`src/rtl/wb_cmd_master.sv`:
```
// Wishbone classic single-cycle master: one command in, one bus cycle, one response out.
// Optional bus-cycle timeout is enabled by defining WB_CMD_MASTER_TIMEOUT_EN.
module wb_cmd_master #(
    parameter int ADDR_W  = 8,
    parameter int TIMEOUT = 255
) (
    input  logic              wb_clk,
    input  logic              wb_rst_n,
    // Command and response handshakes: a transfer happens on a rising edge where
    // valid and ready are both high; the producer holds valid and payload until then.
    input  logic              req_valid,
    output logic              req_ready,
    input  logic              req_we,
    input  logic [ADDR_W-1:0] req_addr,
    input  logic [31:0]       req_wdata,
    input  logic [3:0]        req_sel,
    output logic              rsp_valid,
    input  logic              rsp_ready,
    output logic [31:0]       rsp_rdata,
    output logic [1:0]        rsp_status,
    output logic              wb_cycle,
    output logic              wb_strobe,
    output logic              wb_we,
    output logic [3:0]        wb_sel,
    output logic [ADDR_W-1:0] wb_addr,
    output logic [31:0]       wb_wdata,
    output logic [2:0]        wb_cti,
    output logic [1:0]        wb_bte,
    input  logic              wb_ack,
    input  logic              wb_err,
    input  logic              wb_rty,
    input  logic [31:0]       wb_rdata,
    output logic [1:0]        dbg_state
);

    typedef enum logic [1:0] {
        IDLE = 2'd0,
        BUS  = 2'd1,
        RESP = 2'd2
    } state_t;

    state_t     state;
    logic       rst_sync;
    logic       term;
    logic       tmo_hit;
    logic [1:0] term_status;

    // Release of reset is seen by the handshake one edge late, so the first
    // accept lands on the second rising edge after wb_rst_n goes high.
    always_ff @(posedge wb_clk or negedge wb_rst_n) begin
        if (!wb_rst_n) rst_sync <= 1'b0;
        else           rst_sync <= 1'b1;
    end

    assign req_ready = rst_sync && (state == IDLE);
    assign dbg_state = state;
    assign wb_cti    = 3'b000;
    assign wb_bte    = 2'b00;
    assign term      = wb_ack || wb_err || wb_rty;

    always_comb begin
        term_status = 2'b00;
        if (wb_err)      term_status = 2'b01;
        else if (wb_rty) term_status = 2'b10;
    end

`ifdef WB_CMD_MASTER_TIMEOUT_EN
    logic [15:0] tmo_cnt;
    assign tmo_hit = (17'(tmo_cnt) + 17'd1) == 17'(TIMEOUT);
`else
    logic unused_timeout;
    assign unused_timeout = ^16'(TIMEOUT);
    assign tmo_hit = 1'b0;
`endif

    always_ff @(posedge wb_clk or negedge wb_rst_n) begin
        if (!wb_rst_n) begin
            state      <= IDLE;
            wb_cycle   <= 1'b0;
            wb_strobe  <= 1'b0;
            wb_we      <= 1'b0;
            wb_sel     <= '0;
            wb_addr    <= '0;
            wb_wdata   <= '0;
            rsp_valid  <= 1'b0;
            rsp_rdata  <= '0;
            rsp_status <= 2'b00;
`ifdef WB_CMD_MASTER_TIMEOUT_EN
            tmo_cnt    <= '0;
`endif
        end else begin
            case (state)
                IDLE: begin
                    if (req_valid && req_ready) begin
                        wb_we     <= req_we;
                        wb_addr   <= req_addr;
                        wb_wdata  <= req_wdata;
                        wb_sel    <= req_sel;
                        wb_cycle  <= 1'b1;
                        wb_strobe <= 1'b1;
                        state     <= BUS;
`ifdef WB_CMD_MASTER_TIMEOUT_EN
                        tmo_cnt   <= '0;
`endif
                    end
                end
                BUS: begin
                    // A real termination on the expiry edge wins over the timeout.
                    if (term || tmo_hit) begin
                        wb_cycle   <= 1'b0;
                        wb_strobe  <= 1'b0;
                        rsp_valid  <= 1'b1;
                        rsp_status <= term ? term_status : 2'b11;
                        rsp_rdata  <= (wb_ack && !wb_err && !wb_rty && !wb_we) ? wb_rdata : 32'd0;
                        state      <= RESP;
                    end
`ifdef WB_CMD_MASTER_TIMEOUT_EN
                    else begin
                        tmo_cnt <= tmo_cnt + 16'd1;
                    end
`endif
                end
                RESP: begin
                    if (rsp_ready) begin
                        rsp_valid <= 1'b0;
                        state     <= IDLE;
                    end
                end
                default: state <= IDLE;
            endcase
        end
    end

endmodule

```
`config.mk`:
```
export PLATFORM = sky130hd
export DESIGN_NAME = wb_cmd_master
export DESIGN_NICKNAME = d
export VERILOG_FILES = /design/src/rtl/wb_cmd_master.sv
export SDC_FILE = /design/constraint.sdc
export NUM_CORES = 1
export LEC_CHECK = 0
export BUFFER_PORTS_ARGS = -buffer_cell sky130_fd_sc_hd__buf_2
export CAP_MARGIN = 10
export CORE_MARGIN = 2
export CORE_UTILIZATION = 43
export CTS_CLUSTER_DIAMETER = 40
export DETAILED_ROUTE_END_ITERATION = 12
export HOLD_SLACK_MARGIN = 0.03
export MAX_ROUTING_LAYER = met4
export PLACE_DENSITY = 0.75
export SLEW_MARGIN = 30
export SYNTH_ARGS = -nofsm -noshare
export SYNTH_HDL_FRONTEND = slang
export SYNTH_SLANG_ARGS = --single-unit
```
`constraint.sdc`:
```
create_clock -name wb_clk -period 3.9 [get_ports wb_clk]
set_input_delay 0.195 -clock wb_clk [delete_from_list [all_inputs] [get_ports wb_clk]]
set_output_delay 0.195 -clock wb_clk [all_outputs]
set_load 0.01 [all_outputs]
```
* Yosys cells after proc, flatten, opt, wreduce, memory -nomap -nowiden
Index checks and enable logic that the tools add are counted.
Storage, ports and cells: flip-flop bits (word level) 84, bits in latches 0, bits in writable memories 0, bits in read-only memories 0, word-level logic and storage cells 46, memories 0
Operators by class: add/subtract/negate cells 0, multipliers 0, div/mod/pow operators 0, magnitude comparators 0, equal/unequal tests 5, shifts and indexed selects 0, multiplexer cells 13, bitwise operators 0, reductions and logical operators 18
Operators with widths (count):
- two-way mux 32 bit | 1
- two-way mux 2 bit | 5
- AND reduction 3 bit | 3
- one-hot mux 2 bit (3 select lines) | 1
- logical AND 1 bit | 5
- two-way mux 1 bit | 4
- inequality test 2 bit (second input constant) | 2
- one-hot mux 1 bit (2 select lines) | 2
- AND reduction 2 bit | 2
- nonzero test 2 bit | 2
- zero test 1 bit | 3
- equality test 2 x 1 -> 1 bit (second input constant) | 1
- equality test 2 bit (second input constant) | 1
- zero test 2 bit | 1
- logical OR 1 bit | 2
- inequality test 2 x 1 -> 1 bit (second input constant) | 1

* Depth between registers and ports, before layout
Gate-level depths: netlist of run 1.
depth after elaboration 5, mapped depth 5

* Least setup slack after synthesis of run 1
No wires, ideal clock.
path type reg-to-reg, start register state[1], in the netlist dbg_state[1], end register wb_addr[0], arrival time 1.514 ns, data required time 3.775 ns, slack 2.261 ns, stages on the path, launching flop included 6, path buffers 2, period minus slack after synthesis 1.639 ns, path through dfrtp_1 -> nor3b_2 -> and2_1 -> buf_4 -> buf_6 -> mux2_2
On the way: cells in the longest elaborated chain, start to end 4
Ends and longest elaborated chain:
- start: declaration | RTL line 42 | state_t state;
- start signal: assignment | RTL line 78 | state <= IDLE;
- start signal: assignment | RTL line 101 | state <= BUS;
- start signal: assignment | RTL line 115 | state <= RESP;
- zero test 2 bit | RTL line 55 | assign req_ready = rst_sync && (state == IDLE);
- logical AND 1 bit | RTL line 55
- via req_ready | RTL line 12 | output logic req_ready,
- logical AND 1 bit | RTL line 94 | if (req_valid && req_ready) begin
- AND reduction 2 bit (no source line)
- end signal: assignment | RTL line 96 | wb_addr <= req_addr;
- end: declaration | RTL line 25 | output logic [ADDR_W-1:0] wb_addr,
The timed path passes the listed nets, and every way through them passes these cells. A chain may end at the register's enable or synchronous reset.

* Final worst setup path of run 1
start register state[1], in the netlist dbg_state[1], end register wb_wdata[9]
On the way: cells in the longest elaborated chain, start to end 4
Ends and longest elaborated chain:
- zero test 2 bit * | RTL line 55, 92
- logical AND 1 bit | RTL line 55
- logical AND 1 bit | RTL line 94
- AND reduction 2 bit (no source line) *
- end signal: assignment | RTL line 97 | wb_wdata <= req_wdata;
- end: declaration | RTL line 26 | output logic [31:0] wb_wdata,
Every way passes the cells marked *; elsewhere a longest branch is shown, timed or not.

==> impl_metrics.prom, run 1 <==
# TYPE chip_impl_metric gauge
chip_impl_metric{name="synth_top_area_frac",unit=""} 0.6529
chip_impl_metric{name="avgViaCountPerCell",unit=""} 4.778
chip_impl_metric{name="detailedPlacementHpwl",unit="mm"} 4.717
chip_impl_info{name="critical_path.cell_chain",value="nor3b_2, and2_4, mux2_2"} 1
chip_impl_metric{name="clock_sinks",unit=""} 84
chip_impl_metric{name="cellLeakagePower",unit="uW"} 0.002278
chip_impl_metric{name="post_drt_wl_per_cell",unit="um"} 13.71
chip_impl_metric{name="maxSlewViolCount",unit=""} 0
chip_impl_metric{name="fp.coreArea",unit="um^2"} 7253
chip_impl_info{name="worst_path_dominant_cell_family",value="simple AND/OR/NAND/NOR gates"} 1
chip_impl_metric{name="maxClockFrequency",unit="MHz"} 572.6
chip_impl_metric{name="place.gp.congestion",unit=""} 0.7370
chip_impl_metric{name="synth_warnings",unit=""} 0
chip_impl_info{name="ys_top_cells_by_count",value="84 x sky130_fd_sc_hd__dfrtp_1, 42 x sky130_fd_sc_hd__mux2_2, 28 x sky130_fd_sc_hd__a22o_2"} 1
chip_impl_metric{name="critical_path_required",unit="ns"} 4.12
chip_impl_metric{name="post_synth_instance_area",unit="um^2"} 3219
chip_impl_metric{name="port_buffers",unit=""} 168
chip_impl_info{name="tritoncts_clock_tree",value="done"} 1
chip_impl_metric{name="finalCriticalPeriod",unit="ns"} 1.747
chip_impl_metric{name="synth.avg_cell_area",unit="um^2"} 16.10
chip_impl_metric{name="clkLatencyLatePin",unit="ns"} 0.34
chip_impl_metric{name="ys_async_sr_fraction",unit=""} 1.000
chip_impl_metric{name="path_buf_inv",unit=""} 0
chip_impl_info{name="rsz_0062_raised_after_global_routing",value="false"} 1
chip_impl_info{name="timing.critical_path.from_type",value="register"} 1
chip_impl_info{name="buffer_cell_driving_the_clock_tree_root",value="sky130_fd_sc_hd__clkbuf_8"} 1
chip_impl_metric{name="detail_route.wirelength",unit="mm"} 6.498
chip_impl_metric{name="synth-seq-area-share",unit=""} 0.6529
chip_impl_metric{name="critical_path.max_fanout",unit=""} 47
chip_impl_metric{name="drc",unit=""} 0
chip_impl_metric{name="max-slew-margin-rel",unit=""} 0.5071
chip_impl_metric{name="clk_pin_slew",unit="ns"} 0.09
chip_impl_info{name="result_of_the_run",value="completed"} 1
chip_impl_metric{name="post-cts-setup-buffer-count",unit=""} 0
chip_impl_metric{name="boundaryPins",unit=""} 174
chip_impl_metric{name="measured_slew_at_the_worst_slew_check_pin",unit="ns"} 0.7393
chip_impl_info{name="synth_top_cell_by_area",value="sky130_fd_sc_hd__dfrtp_1"} 1
chip_impl_metric{name="ys_seq_elements",unit=""} 84
chip_impl_metric{name="antenna-diode-count",unit=""} 0
chip_impl_metric{name="htree_num_levels",unit=""} 3
chip_impl_metric{name="die_area",unit="um^2"} 8195
chip_impl_metric{name="detailedPlace.worstSlack",unit="ns"} 2.096
chip_impl_metric{name="core.rowCount",unit=""} 31
chip_impl_info{name="end_kind",value="register"} 1
chip_impl_metric{name="vdd_drop_max",unit="mV"} 0.3398
chip_impl_metric{name="grt_pass1_wl",unit="mm"} 10.81
chip_impl_metric{name="slack_of_the_critical_path",unit="ns"} 2.153
chip_impl_metric{name="count_of_unique_library_cells_instantiated_by_yosys",unit=""} 23
chip_impl_metric{name="grt_start_max_net_pins",unit=""} 85
chip_impl_metric{name="chipWidth",unit="um"} 90.53
chip_impl_metric{name="cts_buffers",unit=""} 9
chip_impl_metric{name="overflow",unit=""} 0
chip_impl_info{name="netlist_top_cells_area",value="sky130_fd_sc_hd__dfrtp_1 65%, sky130_fd_sc_hd__mux2_2 15%, sky130_fd_sc_hd__a22o_2 8.7%"} 1
chip_impl_metric{name="slowest_stage_delay_on_critical_path",unit="ns"} 0.55
chip_impl_info{name="timing_worst_setup_path_type",value="register to register"} 1
chip_impl_metric{name="initial_core_util",unit=""} 0.4439
chip_impl_metric{name="finalClockSkew",unit="ns"} 0.01243
chip_impl_metric{name="period_share",unit=""} 0.4478
chip_impl_info{name="count_leader_synth",value="sky130_fd_sc_hd__dfrtp_1"} 1
chip_impl_metric{name="track_usage",unit=""} 0.1687
chip_impl_metric{name="power-per-cell-area",unit="nW/um^2"} 552.1
chip_impl_metric{name="max-cap-violations",unit=""} 0
chip_impl_metric{name="drt_pre_antenna_iters",unit=""} 4
chip_impl_metric{name="synthCells",unit=""} 200
chip_impl_metric{name="via_count",unit=""} 2265
chip_impl_metric{name="layout-drive-gt1-share",unit=""} 0.6960
chip_impl_metric{name="area_growth_syn_to_fin",unit="%"} 33.58
chip_impl_metric{name="layout.nets",unit=""} 454
chip_impl_metric{name="detail-route-antenna-nets",unit=""} 0
chip_impl_info{name="hold_path.class",value="input port to register"} 1
chip_impl_metric{name="vias_in_the_first_global_route",unit=""} 2230
chip_impl_metric{name="grt_antenna_before_repair",unit=""} 0
chip_impl_metric{name="critical_path_arrival",unit="ns"} 1.97
chip_impl_metric{name="final_core_util",unit=""} 0.5929
chip_impl_info{name="slowest_stage",value="sky130_fd_sc_hd__and2_4"} 1
chip_impl_metric{name="fp.dieH",unit="um"} 90.53
chip_impl_metric{name="clk_path_buf_depth",unit=""} 2
chip_impl_metric{name="setup-tns-final",unit="ns"} 0
chip_impl_info{name="synthFlopType",value="sky130_fd_sc_hd__dfrtp_1"} 1
chip_impl_metric{name="hold_viol",unit=""} 0
chip_impl_metric{name="report.final.setup_viol",unit=""} 0
chip_impl_metric{name="synth_enable_flop_cells",unit=""} 0
chip_impl_metric{name="detail_route.iter0.violations",unit=""} 63
## power breakdown
| group | leakage [uW] | switching, uW | internal, uW |
|---|---|---|---|
| clock | 0.000100 | 308 | 300 |
| sequential | 0.00106 | 95.7 | 1060 |
| combinational | 0.00112 | 289 | 320 |
## logic make-up (layout without fill, tap and decap cells)
family,count (synthesis),count (layout),share of synthesized area
compound gates,39,39,0.1143
buf+inv,19,190,0.04586
flops,84,84,0.6529
mux,45,45,0.1574
other cells,2,6,0.002333
simple gates,11,11,0.02721
## cells in the final DEF, fill, tap and decap left out
| cell type | instances |
|---|---|
| sky130_fd_sc_hd__buf_2 | 167 |
| sky130_fd_sc_hd__dfrtp_1 | 84 |
| sky130_fd_sc_hd__mux2_2 | 42 |
| sky130_fd_sc_hd__a22o_2 | 28 |
| sky130_fd_sc_hd__clkbuf_8 | 9 |
| sky130_fd_sc_hd__conb_1 | 6 |
| sky130_fd_sc_hd__a22o_1 | 5 |
| sky130_fd_sc_hd__mux2_1 | 3 |
| sky130_fd_sc_hd__inv_6 | 3 |
| sky130_fd_sc_hd__nor2_1 | 2 |
| sky130_fd_sc_hd__a21o_1 | 2 |
| sky130_fd_sc_hd__inv_1 | 2 |
| sky130_fd_sc_hd__o31ai_1 | 2 |
| sky130_fd_sc_hd__nand2_1 | 2 |
| sky130_fd_sc_hd__clkinv_2 | 2 |
| sky130_fd_sc_hd__dlygate4sd3_1 | 2 |
| sky130_fd_sc_hd__buf_4 | 2 |
| sky130_fd_sc_hd__nor3b_2 | 1 |
| sky130_fd_sc_hd__or2_4 | 1 |
| sky130_fd_sc_hd__and2b_1 | 1 |
| sky130_fd_sc_hd__o21ai_2 | 1 |
| sky130_fd_sc_hd__nand2b_1 | 1 |
| sky130_fd_sc_hd__nor4b_4 | 1 |
| sky130_fd_sc_hd__and2_4 | 1 |
| sky130_fd_sc_hd__nand3b_1 | 1 |
| sky130_fd_sc_hd__o21ai_0 | 1 |
| sky130_fd_sc_hd__bufinv_16 | 1 |
| sky130_fd_sc_hd__clkinvlp_4 | 1 |
| sky130_fd_sc_hd__buf_6 | 1 |
## flip-flops by register name (all words and copies together), names as in the netlist
register / flops
rsp_valid: 1
dbg_state: 2
wb_sel: 4
wb_addr: 8
wb_strobe: 1
rsp_rdata: 32
wb_we: 1
rst_sync: 1
wb_wdata: 32
rsp_status: 2
## layout make-up
cell class,instances,area (um^2)
fill,621,2953
sequential,84,2102
multi-input combinational,101,987.2
timing repair buffer,172,882.1
clock buffer,9,123.9
tap,99,123.9
clock inverter,7,73.82
inverter,2,7.507
## final timing paths
check                                               from                   endpoint  slack [ns]  cells after the start
worst max-delay path            dbg_state[1]$_DFFE_PN0P_    wb_wdata[9]$_DFFE_PN0P_        2.15                      3
worst min-delay path                        wb_rdata[18]  rsp_rdata[18]$_DFFE_PN0P_        0.07                      2
worst max register to register  dbg_state[1]$_DFFE_PN0P_    wb_wdata[9]$_DFFE_PN0P_        2.15                      3
worst min register to register     wb_sel[1]$_DFFE_PN0P_      wb_sel[1]$_DFFE_PN0P_        0.48                      1
max in group asynchronous                       wb_rst_n   wb_wdata[21]$_DFFE_PN0P_        2.91                      2
min in group asynchronous                       wb_rst_n   wb_wdata[13]$_DFFE_PN0P_        0.46                      2
## metrics by stage
stage                     hold WS [ns]  instances  power, uW  instance area [um^2]
after floorplan                -0.1006        204       1507                  3234
after global placement          0.3856        456       1772                  4078
after detailed placement        0.2918        456       1795                  4083
after CTS                      0.04564        474       2416                  4300
after global routing           0.04448        474       2519                  4300
final                          0.06925        474       2374                  4300
## what timing repair did
| action | in CTS | in global routing |
|---|---|---|
| hold buffers | 2 | 0 |
| gates resized for setup | 0 | 0 |
| endpoints found under the hold margin | 85 | 0 |
## routing by layer
layer / vias to the layer above / GRT usage / part of all wire
met5: - / - / 0
met1: 1106 / 0.2128 / 0.42
li1: 1047 / - / -
met4: 0 / 0.04231 / 0.0035
met3: 2 / 0.05175 / 0.084
met2: 110 / 0.2680 / 0.49
(Power assumes the default switching activity.)
==> inputs of run 2 (changes only) <==
--- a/config.mk
+++ b/config.mk
@@ -8,12 +8,12 @@
 export BUFFER_PORTS_ARGS = -buffer_cell sky130_fd_sc_hd__buf_2
 export CAP_MARGIN = 10
 export CORE_MARGIN = 2
-export CORE_UTILIZATION = 43
+export CORE_UTILIZATION = 40
 export CTS_CLUSTER_DIAMETER = 40
 export DETAILED_ROUTE_END_ITERATION = 12
 export HOLD_SLACK_MARGIN = 0.03
 export MAX_ROUTING_LAYER = met4
-export PLACE_DENSITY = 0.75
+export PLACE_DENSITY = 0.74
 export SLEW_MARGIN = 30
 export SYNTH_ARGS = -nofsm -noshare
 export SYNTH_HDL_FRONTEND = slang
==> constraint.sdc (replaced) <==
create_clock -name wb_clk -period 1.5 [get_ports wb_clk]
set_input_delay 0.075 -clock wb_clk [delete_from_list [all_inputs] [get_ports wb_clk]]
set_output_delay 0.075 -clock wb_clk [all_outputs]
set_load 0.01 [all_outputs]
==> run 2 against run 1 <==
First-iteration DRC count grew 60%; global-route usage grew 4.2 points; non-clock buffer count grew 88; clock-buffer cell count grew 3; final area grew 25%; cell count grew 19%; sequential share of layout area shrank 9.9 points; sequential power grew to 2.6 times the previous value; worst hold slack gained 0.042 ns; combinational power grew to 3.4 times the previous value; critical path type unchanged; critical endpoint is now wb_we$_DFFE_PN0P_; largest cell class unchanged; highest routed layer unchanged.
==> impl_metrics.prom, run 2 (synthesized netlist as in run 1, its figures left out) <==
# TYPE chip_impl_metric gauge
chip_impl_info{name="slowest_stage",value="sky130_fd_sc_hd__dfrtp_1"} 1
chip_impl_info{name="beginning_of_the_worst_register_to_register_path",value="dbg_state[1]$_DFFE_PN0P_"} 1
chip_impl_metric{name="final_core_util",unit=""} 0.6938
chip_impl_metric{name="grt_antenna_before_repair",unit=""} 0
chip_impl_info{name="top_regs",value="rsp_rdata (32), wb_wdata (32), wb_addr (8)"} 1
chip_impl_metric{name="rrSetupSlack",unit="ns"} 0.01
chip_impl_metric{name="r2r.worst_path.cells",unit=""} 4
chip_impl_metric{name="total_power",unit="uW"} 6855
chip_impl_metric{name="post-cts-setup-buffer-count",unit=""} 0
chip_impl_metric{name="clkLatencyLatePin",unit="ns"} 0.34
chip_impl_info{name="hold_path.class",value="input port to register"} 1
chip_impl_metric{name="clk_pin_slew",unit="ns"} 0.08
chip_impl_metric{name="report.final.setup_viol",unit=""} 0
chip_impl_metric{name="placed_cells_incl_taps",unit=""} 468
chip_impl_metric{name="core.rowCount",unit=""} 32
chip_impl_metric{name="layout-drive-gt1-share",unit=""} 0.5896
chip_impl_metric{name="chipWidth",unit="um"} 93.71
chip_impl_metric{name="detail-route-antenna-nets",unit=""} 0
chip_impl_metric{name="drt_pre_antenna_iters",unit=""} 4
chip_impl_info{name="min-delay-start",value="wb_ack"} 1
chip_impl_info{name="final_common_cell",value="sky130_fd_sc_hd__buf_2"} 1
chip_impl_metric{name="fp.coreArea",unit="um^2"} 7767
chip_impl_metric{name="detailedPlace.worstSlack",unit="ns"} -0.005213
chip_impl_metric{name="hold_viol",unit=""} 0
chip_impl_metric{name="detail_route.wirelength",unit="mm"} 9.028
chip_impl_metric{name="place.gp.congestion",unit=""} 0.7470
chip_impl_metric{name="track_usage",unit=""} 0.2106
chip_impl_metric{name="slowest_stage_delay_on_critical_path",unit="ns"} 0.41
chip_impl_metric{name="initial_core_util",unit=""} 0.4145
chip_impl_metric{name="whs",unit="ns"} 0.1114
chip_impl_metric{name="maxSlewViolCount",unit=""} 0
chip_impl_metric{name="grt_start_max_net_pins",unit=""} 44
chip_impl_metric{name="period_share",unit=""} 0.9915
chip_impl_metric{name="fp.dieH",unit="um"} 93.71
chip_impl_metric{name="die_area",unit="um^2"} 8782
chip_impl_metric{name="maxClockFrequency",unit="MHz"} 672.4
chip_impl_metric{name="detail_route.iter0.violations",unit=""} 101
chip_impl_metric{name="min_path_cells",unit=""} 4
chip_impl_metric{name="clock_sinks",unit=""} 84
chip_impl_metric{name="vdd_drop_max",unit="mV"} 0.5909
chip_impl_metric{name="avgViaCountPerCell",unit=""} 4.691
chip_impl_info{name="timing.critical_path.from_type",value="register"} 1
chip_impl_metric{name="critical_path_required",unit="ns"} 1.72
chip_impl_metric{name="detailedPlacementHpwl",unit="mm"} 5.519
chip_impl_metric{name="power-per-cell-area",unit="nW/um^2"} 1272
chip_impl_metric{name="critical_path_arrival",unit="ns"} 1.70
chip_impl_metric{name="clk_path_buf_depth",unit=""} 2
chip_impl_metric{name="max-cap-violations",unit=""} 0
chip_impl_metric{name="overflow",unit=""} 0
chip_impl_info{name="result_of_the_run",value="completed"} 1
chip_impl_info{name="timing_worst_setup_path_type",value="register to register"} 1
chip_impl_metric{name="vias_in_the_first_global_route",unit=""} 2885
chip_impl_info{name="whs_endpoint",value="rsp_status[1]$_DFFE_PN0P_"} 1
chip_impl_metric{name="final_cell_count_no_fill",unit=""} 566
chip_impl_metric{name="finalCriticalPeriod",unit="ns"} 1.487
chip_impl_metric{name="area_growth_syn_to_fin",unit="%"} 67.39
chip_impl_metric{name="grt_pass1_wl",unit="mm"} 13.90
chip_impl_metric{name="post_drt_wl_per_cell",unit="um"} 15.95
chip_impl_metric{name="finalClockSkew",unit="ns"} 0.01198
chip_impl_metric{name="port_buffers",unit=""} 168
chip_impl_metric{name="fill_cells",unit=""} 544
chip_impl_metric{name="drc",unit=""} 0
chip_impl_info{name="buffer_cell_driving_the_clock_tree_root",value="sky130_fd_sc_hd__clkbuf_8"} 1
chip_impl_info{name="r2r_end",value="wb_we$_DFFE_PN0P_"} 1
chip_impl_info{name="rsz_0062_raised_after_global_routing",value="true"} 1
chip_impl_info{name="end_kind",value="register"} 1
chip_impl_metric{name="via_count",unit=""} 2655
chip_impl_metric{name="cellLeakagePower",unit="uW"} 0.002801
chip_impl_metric{name="htree_num_levels",unit=""} 3
chip_impl_info{name="most-common-layout-cells",value="167 x sky130_fd_sc_hd__buf_2, 83 x sky130_fd_sc_hd__dfrtp_1, 81 x sky130_fd_sc_hd__dlygate4sd3_1, 33 x sky130_fd_sc_hd__mux2_4, 27 x sky130_fd_sc_hd__a22o_2"} 1
chip_impl_metric{name="slack_of_the_critical_path",unit="ns"} 0.01279
chip_impl_metric{name="cts_buffers",unit=""} 9
chip_impl_info{name="critical_path.cell_chain",value="nor3b_4, and2_4, buf_12, mux2_2"} 1
chip_impl_metric{name="layout.nets",unit=""} 542
chip_impl_metric{name="critical_path.max_fanout",unit=""} 21
chip_impl_info{name="tritoncts_clock_tree",value="done"} 1
chip_impl_metric{name="boundaryPins",unit=""} 174
## run 2: per-stage QoR
| stage | area, um^2 | TNS [ns] |
|---|---|---|
| floorplan | 3368 | -2.852 |
| global placement | 4313 | 0 |
| detailed placement | 4313 | -0.01426 |
| CTS | 5349 | 0 |
| global route | 5386 | -0.5664 |
| finish | 5389 | 0 |
## run 2: metal layers
| layer | wire length, um | vias to the layer above | GRT usage | part of all wire |
|---|---|---|---|---|
| met4 | 183 | 0 | 0.07729 | 0.020 |
| met1 | 3517 | 1305 | 0.2322 | 0.39 |
| met5 | 0 | - | - | 0 |
| met2 | 4848 | 102 | 0.3768 | 0.54 |
| met3 | 479 | 17 | 0.04254 | 0.053 |
| li1 | - | 1231 | - | - |
## run 2: critical path: cells and delay by family, from the launching register on
family | cells | cell delay, ns
DFF | 1 | 0.41
muxes | 1 | 0.35
buffers and inverters | 1 | 0.19
and+or+nand+nor | 2 | 0.43
## run 2: cell type report
type | instances | area (um^2) | area share
inverters | 2 | 7.507 | 0.001393
flip-flops and latches | 84 | 2103 | 0.3903
clock inverters | 4 | 72.57 | 0.01347
clock buffers | 12 | 145.1 | 0.02693
well taps | 102 | 127.6 | 0.02368
repair buffers | 260 | 1798 | 0.3336
multi-input cells | 101 | 1132 | 0.2101
diodes | 1 | 2.502 | 0.0004644
## run 2: how the worst max path moves through the flow
stage | start | endpoint | slack (ns)
finish | dbg_state[1]$_DFFE_PN0P_ | wb_we$_DFFE_PN0P_ | 0.01
global placement | dbg_state[1]$_DFFE_PN0P_ | rsp_rdata[17]$_DFFE_PN0P_ | 0.02
detailed placement | dbg_state[1]$_DFFE_PN0P_ | rsp_rdata[5]$_DFFE_PN0P_ | -0.005
CTS | dbg_state[1]$_DFFE_PN0P_ | rsp_rdata[4]$_DFFE_PN0P_ | 0.004
floorplan | dbg_state[0]$_DFFE_PN0P_ | wb_addr[0]$_DFFE_PN0P_ | -0.09
global route | dbg_state[1]$_DFFE_PN0P_ | wb_wdata[6]$_DFFE_PN0P_ | -0.05
## run 2: power breakdown
group          internal [uW]  switching [uW]  total, uW  leakage (uW)
Sequential              2760             287       3050       0.00105
Clock                    983             766       1750      0.000107
Combinational           1190             868       2060       0.00164
Total                   4930            1920       6860       0.00280
## run 2: timing repair
| action | 4_1_cts | 5_1_grt |
|---|---|---|
| gates resized for setup | 2 | 8 |
| hold buffers | 81 | 0 |
| endpoints found under the setup margin | 20 | 43 |
| hold endpoints to repair | 165 | 0 |
| pin swaps | 1 | 1 |
==> inputs of run 3 (changes only) <==
==> config.mk (replaced) <==
export PLATFORM = sky130hd
export DESIGN_NAME = wb_cmd_master
export DESIGN_NICKNAME = d
export VERILOG_FILES = /design/src/rtl/wb_cmd_master.sv
export SDC_FILE = /design/constraint.sdc
export NUM_CORES = 1
export LEC_CHECK = 0
export CAP_MARGIN = 10
export CORE_MARGIN = 2
export CORE_UTILIZATION = 43
export CTS_CLUSTER_DIAMETER = 40
export DETAILED_ROUTE_END_ITERATION = 12
export DONT_BUFFER_PORTS = 1
export HOLD_SLACK_MARGIN = 0.03
export MAX_ROUTING_LAYER = met4
export PLACE_DENSITY = 0.58
export SLEW_MARGIN = 30
export SYNTH_ARGS = -nofsm -noshare
export SYNTH_HDL_FRONTEND = slang
export SYNTH_SLANG_ARGS = --single-unit
==> run 3 against run 2 <==
Clock power hardly changed; power down 7.6%; sequential power grew 12%; setup slack got worse by 0.015 ns; the flow now finishes with violations (hold timing, setup timing); first-iteration DRC count down 45%; largest power group unchanged; via count is 22% lower.
==> impl_metrics.prom, run 3 (synthesized netlist as in run 1, its figures left out) <==
# TYPE chip_impl_metric gauge
chip_impl_info{name="result_of_the_run",value="finished, violations left"} 1
chip_impl_info{name="violated_checks",value="hold timing, setup timing"} 1
chip_impl_metric{name="boundaryPins",unit=""} 174
chip_impl_metric{name="htree_num_levels",unit=""} 3
chip_impl_metric{name="critical_path.max_fanout",unit=""} 21
chip_impl_info{name="final_common_cell",value="sky130_fd_sc_hd__dfrtp_1"} 1
chip_impl_metric{name="die_area",unit="um^2"} 8195
chip_impl_metric{name="post_drt_wl_per_cell",unit="um"} 20.26
chip_impl_info{name="timing_worst_setup_path_type",value="register to register"} 1
chip_impl_metric{name="maxSlewViolCount",unit=""} 0
chip_impl_metric{name="grt_pass1_wl",unit="mm"} 12.41
chip_impl_metric{name="max-cap-violations",unit=""} 0
chip_impl_metric{name="critical_path_required",unit="ns"} 1.72
chip_impl_metric{name="port_buffers",unit=""} 0
chip_impl_metric{name="power.share.combinational",unit=""} 0.185
chip_impl_metric{name="layout.nets",unit=""} 379
chip_impl_info{name="buffer_cell_driving_the_clock_tree_root",value="sky130_fd_sc_hd__clkbuf_8"} 1
chip_impl_metric{name="clk_pin_slew",unit="ns"} 0.08
chip_impl_metric{name="via_count",unit=""} 2070
chip_impl_info{name="rsz_0062_raised_after_global_routing",value="true"} 1
chip_impl_metric{name="cts_buffers",unit=""} 9
chip_impl_metric{name="core.rowCount",unit=""} 31
chip_impl_metric{name="detail_route.iter0.violations",unit=""} 56
chip_impl_info{name="r2r_end",value="wb_wdata[30]$_DFFE_PN0P_"} 1
chip_impl_metric{name="placed_cells_incl_taps",unit=""} 297
chip_impl_metric{name="fill_cells",unit=""} 510
chip_impl_metric{name="power.internal",unit="uW"} 4569
chip_impl_metric{name="finalCriticalPeriod",unit="ns"} 1.502
chip_impl_metric{name="slowest_stage_delay_on_critical_path",unit="ns"} 0.43
chip_impl_metric{name="initial_core_util",unit=""} 0.4439
chip_impl_metric{name="cellLeakagePower",unit="uW"} 0.002194
chip_impl_metric{name="area_growth_syn_to_fin",unit="%"} 46.44
chip_impl_info{name="end_kind",value="register"} 1
chip_impl_metric{name="final_core_util",unit=""} 0.6500
chip_impl_info{name="hold_path.class",value="input port to asynchronous set/reset pin"} 1
chip_impl_info{name="timing.critical_path.from_type",value="register"} 1
chip_impl_info{name="slowest_stage",value="sky130_fd_sc_hd__dfrtp_2"} 1
chip_impl_metric{name="rrSetupSlack",unit="ns"} -0.002
chip_impl_metric{name="clk_path_buf_depth",unit=""} 2
chip_impl_metric{name="grt_antenna_before_repair",unit=""} 0
chip_impl_info{name="beginning_of_the_worst_register_to_register_path",value="dbg_state[0]$_DFFE_PN0P_"} 1
chip_impl_metric{name="vdd_drop_max",unit="mV"} 0.6843
chip_impl_metric{name="clock_sinks",unit=""} 84
chip_impl_metric{name="place.gp.congestion",unit=""} 0.7614
chip_impl_metric{name="clockPowerShare",unit=""} 0.273
chip_impl_metric{name="setup-tns-final",unit="ns"} -0.001741
chip_impl_metric{name="finalClockSkew",unit="ns"} 0.009591
chip_impl_metric{name="antenna-diode-count",unit=""} 0
chip_impl_metric{name="avgViaCountPerCell",unit=""} 5.188
chip_impl_metric{name="drt_pre_antenna_iters",unit=""} 4
chip_impl_metric{name="vias_in_the_first_global_route",unit=""} 2247
chip_impl_info{name="most-common-layout-cells",value="83 x sky130_fd_sc_hd__dfrtp_1, 81 x sky130_fd_sc_hd__dlygate4sd3_1, 34 x sky130_fd_sc_hd__mux2_4, 16 x sky130_fd_sc_hd__a22o_4, 12 x sky130_fd_sc_hd__a22o_2"} 1
chip_impl_metric{name="detail_route.wirelength",unit="mm"} 8.082
chip_impl_metric{name="chipWidth",unit="um"} 90.53
chip_impl_metric{name="seqPwrFrac",unit=""} 0.542
chip_impl_metric{name="layout-drive-gt1-share",unit=""} 0.3667
chip_impl_metric{name="detail-route-antenna-nets",unit=""} 0
chip_impl_metric{name="final_cell_count_no_fill",unit=""} 399
chip_impl_metric{name="r2r.worst_path.cells",unit=""} 4
chip_impl_metric{name="path_buf_inv",unit=""} 1
chip_impl_metric{name="ctsHoldBuffers",unit=""} 81
chip_impl_metric{name="detailedPlacementHpwl",unit="mm"} 4.836
chip_impl_metric{name="grt_start_max_net_pins",unit=""} 85
chip_impl_metric{name="slack_of_the_critical_path",unit="ns"} -0.001741
chip_impl_metric{name="overflow",unit=""} 0
chip_impl_metric{name="report.final.setup_viol",unit=""} 1
chip_impl_metric{name="detailedPlace.worstSlack",unit="ns"} -0.03281
chip_impl_info{name="tritoncts_clock_tree",value="done"} 1
chip_impl_metric{name="track_usage",unit=""} 0.2010
chip_impl_metric{name="maxClockFrequency",unit="MHz"} 665.9
chip_impl_metric{name="whs",unit="ns"} -0.5782
chip_impl_metric{name="switchingPower",unit="uW"} 1766
chip_impl_metric{name="netSwitchingFraction",unit=""} 0.2788
chip_impl_metric{name="period_share",unit=""} 1.001
chip_impl_metric{name="drc",unit=""} 0
chip_impl_metric{name="critical_path_arrival",unit="ns"} 1.72
chip_impl_metric{name="hold_viol",unit=""} 84
chip_impl_info{name="top_regs",value="rsp_rdata (32), wb_wdata (32), wb_addr (8)"} 1
chip_impl_metric{name="fp.coreArea",unit="um^2"} 7253
chip_impl_metric{name="power-per-cell-area",unit="nW/um^2"} 1344
chip_impl_metric{name="multi_input_area",unit="um^2"} 1249
chip_impl_metric{name="clkLatencyLatePin",unit="ns"} 0.34
chip_impl_info{name="critical_path.cell_chain",value="nor3b_4, and2_4, buf_12, mux2_4"} 1
chip_impl_metric{name="fp.dieH",unit="um"} 90.53
chip_impl_metric{name="sequential_cell_area_in_the_final_layout",unit="um^2"} 2103
chip_impl_info{name="worst_path_dominant_cell_family",value="flip-flops"} 1
run 3: changes by cell type in the layout (fill, tap and decap cells not counted):
cell and delta:
sky130_fd_sc_hd__buf_2 -167, sky130_fd_sc_hd__a22o_2 -15, sky130_fd_sc_hd__a22o_4 +15, sky130_fd_sc_hd__buf_4 +3, sky130_fd_sc_hd__buf_6 -1, sky130_fd_sc_hd__buf_8 +1, sky130_fd_sc_hd__clkbuf_16 +1, sky130_fd_sc_hd__diode_2 -1
sky130_fd_sc_hd__mux2_2 -1, sky130_fd_sc_hd__mux2_4 +1
run 3: how the worst max path moves through the flow:
stage | from | to | slack [ns] | cells after the start
finish | dbg_state[0]$_DFFE_PN0P_ | wb_wdata[30]$_DFFE_PN0P_ | -0.002 | 4
global route | dbg_state[1]$_DFFE_PN0P_ | rsp_rdata[3]$_DFFE_PN0P_ | -0.05 | 6
CTS | dbg_state[1]$_DFFE_PN0P_ | rsp_rdata[25]$_DFFE_PN0P_ | -0.03 | 5
detailed placement | dbg_state[1]$_DFFE_PN0P_ | rsp_rdata[19]$_DFFE_PN0P_ | -0.03 | 5
global placement | dbg_state[0]$_DFFE_PN0P_ | wb_addr[7]$_DFFE_PN0P_ | 0.04 | 4
floorplan | dbg_state[0]$_DFFE_PN0P_ | wb_addr[0]$_DFFE_PN0P_ | -0.09 | 5
run 3: repair_timing:
action                                  4_1_cts  5_1_grt
gates cloned                                  1        1
hold endpoints to repair                    166       84
buffers inserted                              1        2
resized for setup                             8       19
endpoints found under the setup margin       48       64
run 3: worst reg2reg max path, cell delays in order, from the launching register on:
cell	delay, ns
sky130_fd_sc_hd__dfrtp_2	0.43
sky130_fd_sc_hd__nor3b_4	0.21
sky130_fd_sc_hd__and2_4	0.22
sky130_fd_sc_hd__buf_12	0.21
sky130_fd_sc_hd__mux2_4	0.33
run 3: through the flow:
| stage | area (um^2) | power [uW] |
|---|---|---|
| floorplan | 3368 | 4093 |
| global placement | 3466 | 4275 |
| detailed placement | 3466 | 4348 |
| CTS | 4572 | 6314 |
| global route | 4715 | 6631 |
| finish | 4715 | 6336 |
run 3: layout make-up:
cell class / instances / share of cell area
sequential: 84 / 0.4461
multi-input combinational: 101 / 0.2649
timing repair buffer: 97 / 0.2150
clock buffer: 12 / 0.03079
tap: 99 / 0.02627
clock inverter: 4 / 0.01539
inverter: 2 / 0.001592
run 3: power groups by stage:
stage	clock [uW]	sequential (uW)	combinational, uW
finish	1730	3430	1170
global route	1890	3480	1260
global placement	0	3440	839
detailed placement	0	3450	899
CTS	1780	3420	1120
floorplan	0	3310	780
run 3: layer usage:
layer / track usage / share of wire / vias to the layer above
met4: 0.05256 / 0.014 / 0
met5: - / 0 / -
met3: 0.07513 / 0.078 / 11
met2: 0.3265 / 0.51 / 107
met1: 0.2372 / 0.40 / 1052
li1: - / - / 900
